<file path="src/rtl/panda_lsu.sv">
// panda_lsu: load/store unit issuing one req/gnt/rvalid transaction per accepted op
module panda_lsu #(
  parameter int Width = 32
) (
  input  logic             clk_i,
  input  logic             rst_ni,
  input  logic             req_i,
  input  logic             we_i,
  input  logic [1:0]       size_i,
  input  logic             unsigned_i,
  input  logic [Width-1:0] addr_i,
  input  logic [Width-1:0] wdata_i,
  output logic             busy_o,
  output logic             valid_o,
  output logic             misaligned_o,
  output logic [Width-1:0] rdata_o,
  output logic             data_req_o,
  input  logic             data_gnt_i,
  output logic [Width-1:0] data_addr_o,
  output logic             data_we_o,
  output logic [3:0]       data_be_o,
  output logic [Width-1:0] data_wdata_o,
  input  logic             data_rvalid_i,
  input  logic [Width-1:0] data_rdata_i
);
  typedef enum logic [1:0] {IDLE, WAIT_GNT, WAIT_RVALID} state_t;
  state_t state, state_next;
  logic we_q, uns_q, valid_q, mis_q;
  logic [1:0] size_q;
  logic [Width-1:0] addr_q, wdata_q, rdata_q, shifted, load_data;
  logic [3:0] be;
  logic accept, misaligned, done;
  assign accept = state == IDLE && req_i;
  assign misaligned = size_i == 2'b11 || (size_i == 2'b01 && addr_i[0]) || (size_i == 2'b10 && addr_i[1:0] != 2'b00);
  assign done = state == WAIT_RVALID && data_rvalid_i;
  // State register
  always_ff @(posedge clk_i or negedge rst_ni)
    if (!rst_ni) state <= IDLE;
    else state <= state_next;
  // Next-state: rejected accesses never leave IDLE; rvalid only counts after the grant
  always_comb begin
    state_next = accept && !misaligned ? WAIT_GNT :
                 state == WAIT_GNT && data_gnt_i ? WAIT_RVALID :
                 done ? IDLE : state;
  end
  // Operation capture and registered completion/rejection pulses
  always_ff @(posedge clk_i or negedge rst_ni)
    if (!rst_ni) begin
      we_q    <= 1'b0;
      uns_q   <= 1'b0;
      size_q  <= 2'b00;
      addr_q  <= '0;
      wdata_q <= '0;
      rdata_q <= '0;
      valid_q <= 1'b0;
      mis_q   <= 1'b0;
    end else begin
      if (accept) begin
        we_q    <= we_i;
        uns_q   <= unsigned_i;
        size_q  <= size_i;
        addr_q  <= addr_i;
        wdata_q <= wdata_i;
      end
      valid_q <= done;
      mis_q   <= accept && misaligned;
      if (done && !we_q) rdata_q <= load_data;
    end
  // Lane alignment of the read word and byte-enable formation
  always_comb begin
    shifted   = data_rdata_i >> {addr_q[1:0], 3'b000};
    load_data = size_q == 2'b00 ? {{(Width-8){shifted[7] & ~uns_q}}, shifted[7:0]} :
                size_q == 2'b01 ? {{(Width-16){shifted[15] & ~uns_q}}, shifted[15:0]} : shifted;
    be        = size_q == 2'b00 ? 4'b0001 << addr_q[1:0] :
                size_q == 2'b01 ? 4'b0011 << {addr_q[1], 1'b0} : 4'b1111;
  end
  // Outputs: bus fields only driven while requesting, so idle/reset leaves them 0
  always_comb begin
    busy_o       = state != IDLE;
    data_req_o   = state == WAIT_GNT;
    data_addr_o  = data_req_o ? {addr_q[Width-1:2], 2'b00} : '0;
    data_we_o    = data_req_o && we_q;
    data_be_o    = data_req_o ? be : 4'b0000;
    data_wdata_o = !data_req_o ? '0 :
                   size_q == 2'b00 ? {4{wdata_q[7:0]}} :
                   size_q == 2'b01 ? {2{wdata_q[15:0]}} : wdata_q;
    valid_o      = valid_q;
    misaligned_o = mis_q;
    rdata_o      = rdata_q;
  end
endmodule

</file>
<file path="config.mk">
export PLATFORM = sky130hd
export DESIGN_NAME = panda_lsu
export DESIGN_NICKNAME = d
export VERILOG_FILES = /design/src/rtl/panda_lsu.sv
export SDC_FILE = /design/constraint.sdc
export NUM_CORES = 1
export LEC_CHECK = 0
export CAP_MARGIN = 15
export CORE_UTILIZATION = 47
export CTS_CLUSTER_SIZE = 24
export DETAILED_ROUTE_END_ITERATION = 7
export PLACE_DENSITY = 0.95
export SLEW_MARGIN = 20
export SYNTH_ARGS = -nofsm -noshare
export SYNTH_HDL_FRONTEND = slang
export SYNTH_SLANG_ARGS = --single-unit
</file>
<file path="constraint.sdc">
create_clock -name clk_i -period 5.3 [get_ports clk_i]
set_input_delay 1.59 -clock clk_i [delete_from_list [all_inputs] [get_ports clk_i]]
set_output_delay 1.59 -clock clk_i [all_outputs]
set_load 0.01 [all_outputs]
</file>
## Word level (Yosys, flattened, before mapping)

Index checks and enable logic that the tools add are counted.

| word-level totals | value |
|---|---|
| register bits | 104 |
| input port bits | 105 |
| output and inout port bits | 105 |
| word-level logic and storage cells | 51 |

| cells by class | value |
|---|---|
| equality and inequality tests | 6 |
| shifts and indexed selects | 3 |
| multiplexer cells | 12 |
| bitwise operators | 3 |
| reduce and logical (&&, ||, !) cells | 18 |

Operators with widths:

| cell | count |
|---|---|
| $mux W32 | 6 |
| $shr A32 B5 Y32 | 1 |
| $mux W4 | 3 |
| $logic_and A1 B1 Y1 | 9 |
| $eq A2 B1 Y1 const B | 3 |
| $eq A2 B2 Y1 const B | 3 |
| $mux W2 | 3 |
| $logic_not A2 Y1 | 2 |
| $reduce_bool A2 Y1 | 2 |
| $shl A1 B2 Y4 const A | 1 |
| $shl A2 B2 Y4 const A | 1 |
| $reduce_bool A3 Y1 | 1 |
| $and A1 B1 Y1 | 2 |
| $logic_not A1 Y1 | 2 |
| $logic_or A1 B1 Y1 | 2 |
| $not A1 Y1 | 1 |

## Logic depth before layout (Yosys ltp)

| depth | value |
|---|---|
| depth in word-level cells | 7 |
| mapped depth | 6 |
| gate-level depth less buffers | 4 |

## Worst setup path after synthesis

Ideal clock, no wire load.

| timing path | value |
|---|---|
| kind | register to output |
| from | reg size_q[1] |
| to | out data_wdata_o[10] |
| data arrival time | 1.374 ns |
| data required time | 3.710 ns |
| slack | 2.336 ns |
| cell stages (with the launch flop) | 6 |
| path buffers | 2 |
| cells stage by stage | dfrtp_1 > clkbuf_1 > nor2_1 > clkbuf_1 > nand2_1 > a21oi_1 |

| on the way | value |
|---|---|
| longest elaborated chain between the ends | 3 |

RTL lines:

| item | RTL line | source |
|---|---|---|
| start, declared | 29 | `logic [1:0] size_q;` |
| start signal, assigned | 61 | `size_q <= size_i;` |
| $logic_not A2 Y1 | 85 | `size_q == 2'b00 ? {4{wdata_q[7:0]}} :` |
| $mux W32 | 85 |  |
| $mux W32 | 84 | `data_wdata_o = !data_req_o ? '0 :` |
| end, declared | 22 | `output logic [Width-1:0] data_wdata_o,` |

No other way between the ends.

## Worst setup path in the final report

| timing path | value |
|---|---|
| from | reg state[1] |
| to | out data_addr_o[4] |

| on the way | value |
|---|---|
| longest elaborated chain between the ends | 2 |

RTL lines:

| item | RTL line | source |
|---|---|---|
| start, declared | 27 | `state_t state, state_next;` |
| start signal, assigned | 39 | `else state <= state_next;` |
| $eq A2 B1 Y1 | 80 | `data_req_o = state == WAIT_GNT;` |
| $mux W32 | 81 | `data_addr_o = data_req_o ? {addr_q[Width-1:2], 2'b00} : '0;` |
| end, declared | 19 | `output logic [Width-1:0] data_addr_o,` |

No other way between the ends.

==> impl_metrics.tcl <==
set metrics [dict create \
    grt_max_degree 62 \
    finalHoldViolCount 0 \
    p_leak_nw 3.10 \
    placed_area_um2 7350 \
    layout.cells.most_common "clkdlybuf4s50_1" \
    sw_frac_of_total 0.378 \
    root_buffer "clkbuf_8" \
    critical_path.startpoint_type "flip-flop" \
    clk_pin_slew_worst_paths_ns 0.10 \
    clkPwrFrac 0.108 \
    drc 0 \
    via_per_inst 5.38 \
    coreArea_um2 10800 \
    drive_gt1_frac 0.161 \
    slew_headroom 0.326 \
    worstSetupPathType "flip-flop to output port" \
    nets 777 \
    hold_depth 2 \
    cts_inserted_buffers 9 \
    overflow 0 \
    ir_worst_vdd_uv 281 \
    final_cell_mix "206 x clkdlybuf4s50_1, 103 x dfrtp_1, 76 x mux2_2, 51 x a21oi_1, 48 x nor2_1" \
    fmax_ghz 0.229 \
    clk_latency_ns 0.36 \
    post-route-min-period_ns 4.37 \
    crit_path_frequent_cell "inv_1" \
    grt_pass1_wl_mm 22.8 \
    min_period_over_period 0.824 \
    critPathLaunch "state[1]" \
    port-buffer-count 207 \
    p_int_mw 2.66 \
    drt_first_pass_iters 4 \
    fin_tns_setup_ns 0 \
    place_hpwl_mm 10.7 \
    setup_violations 0 \
    ctsResizeCount 0 \
    comb_power_share 0.533 \
    r2r_slack_ns 3.07 \
    antenna_left 0 \
    fin_skew_ns 0.00951 \
    power.share.sequential 0.359 \
    arrival_ns 2.78 \
    seq_area_frac_synth 0.498 \
    final_area_um2 7530 \
    dr.first_iter.drc_count 314 \
    worst-path-max-fanout 40 \
    multi_input_area_um2 2420 \
    hold_class "flip-flop to flip-flop" \
    clockBufferDepth 2 \
    rsz0062_at_grt "no" \
    hp-start "rdata_o[7]" \
    slew_violations 0 \
    place_congestion 0.905 \
    yosys_register_bits 104 \
    r2r-start "size_q[1]" \
    rows 38 \
    grt_pass1_vias 4498 \
    cts_setup_buffers 0 \
    syn_inst 484 \
    p_switching_mw 1.61 \
    clock_sinks 104 \
    synth_area_um2 5220 \
    wire_per_inst_um 18.0 \
    slowest_delay_ns 0.76 \
    power_density_nw_per_um2 567 \
    avgSynthCellArea_um2 10.8 \
    worst_slew_pin_slew_ns 1.01 \
    diodes 0 \
    antenna_found_initial 0 \
    start_util 0.482 \
    die_y_um 107 \
    yosys_warnings 0 \
    h-tree-depth 3 \
    drv_cap 0 \
    vias 4395 \
    holdWs_ns 0.504 \
    cts_hold_buffers 0 \
    die-area_um2 11500 \
    status "finished, final reports clean" \
    cp_slowest_cell "inv_1" \
    die_x_um 107 \
    worstRegToRegCells 5 \
    synth_cell_types 32 \
    ios 210 \
    fillers 823 \
    grt_usage 0.257 \
    wl_mm 14.7 \
    path_cells "inv_1, nand2_1, buf_4, inv_1, and2_1, clkdlybuf4s50_1" \
    seq_area_um2 2600 \
    cts_tree "built" \
    cp.required_ns 3.71 \
    syn2layout_area_growth_pct 44.3 \
    cp-end-kind "output port" \
]
flip-flops by register name, indices dropped and copies added, names as in the netlist:
name	count
addr_q	32
misaligned_o	1
rdata_o	32
size_q	2
state	2
uns_q	1
valid_o	1
wdata_q	32
we_q	1
per-layer routing:
metal  part of all wire  vias up  routed length (um)  track usage
met5                  0        -                   0            0
met4              0.029        0                 425        0.114
met3              0.075       29                1100       0.0611
met2               0.49      194                7250        0.437
met1               0.40     2132                5920        0.311
li1                   -     2040                   -            -
final cells by class:
| type | instances | share of cell area |
|---|---|---|
| flip-flops and latches | 104 | 0.346 |
| multi-input cells | 337 | 0.322 |
| repair buffers | 215 | 0.283 |
| well taps | 140 | 0.0232 |
| clock buffers | 12 | 0.0206 |
| clock inverters | 4 | 0.00382 |
| inverters | 5 | 0.00249 |
final timing paths:
path / endpoint
max: data_addr_o[4]
min: rdata_o[7]
max reg2reg: rdata_o[27]
min reg2reg: rdata_o[7]
max in group asynchronous: rdata_o[27]
min in group asynchronous: rdata_o[2]
worst max-delay path, delay by kind of cell, from the launching register on:
family	cells	cell delay, ns
flops	1	0.45
simple gates	2	0.31
buf+inv	4	1.63
cells in the mapped netlist:
cell	n	area share
a211o_1	1	0.0017
a211oi_1	8	0.012
a21oi_1	51	0.049
a22o_1	7	0.012
and2_1	39	0.047
and4b_1	1	0.0019
buf_1	3	0.0022
buf_2	19	0.018
buf_4	4	0.0058
clkbuf_1	13	0.0093
conb_1	1	0.00072
dfrtp_1	104	0.50
inv_1	5	0.0036
mux2_2	76	0.16
mux2i_1	33	0.063
nand2_1	23	0.017
nand2b_1	3	0.0036
nand3b_1	1	0.0014
nor2_1	48	0.035
nor2_4	1	0.0022
nor2b_1	8	0.0096
nor3_1	1	0.00096
nor3_2	1	0.0019
nor3b_1	2	0.0029
o21ai_0	15	0.014
o21ai_1	1	0.00096
o21ai_2	1	0.0017
o221a_2	1	0.0022
o22a_1	8	0.013
or2_1	1	0.0012
or2_2	3	0.0036
or3_1	1	0.0012
cells by family (layout without fill, tap and decap cells):
group                  Yosys count  count (layout)  share of synthesized area
AND/OR/NAND/NOR                133             133                      0.128
multiplexers                   109             109                      0.227
flip-flops                     104             104                      0.498
AO/OA/AOI/OAI                   93              93                      0.106
buffers and inverters           44             236                     0.0391
other                            1               2                   0.000718
metrics by stage:
step / utilization / cells / setup WS (ns) / power [mW]
floorplan: - / 485 / 2.34 / 2.79
global placement: 0.678 / 801 / 1.49 / 3.71
detailed placement: 0.678 / 801 / 1.37 / 3.82
CTS: 0.695 / 817 / 0.946 / 4.29
global route: 0.695 / 817 / 0.756 / 4.56
finish: 0.695 / 817 / 0.934 / 4.27
power groups by stage:
stage | Sequential (mW) | Clock [mW] | Combinational [mW]
6_report | 1.54 | 0.462 | 2.28
5_1_grt | 1.59 | 0.516 | 2.45
4_1_cts | 1.53 | 0.478 | 2.29
3_5_place_dp | 1.54 | 0 | 2.27
3_3_place_gp | 1.51 | 0 | 2.20
2_1_floorplan | 1.44 | 0 | 1.35
Note: power is estimated with default switching activity, not from simulation.
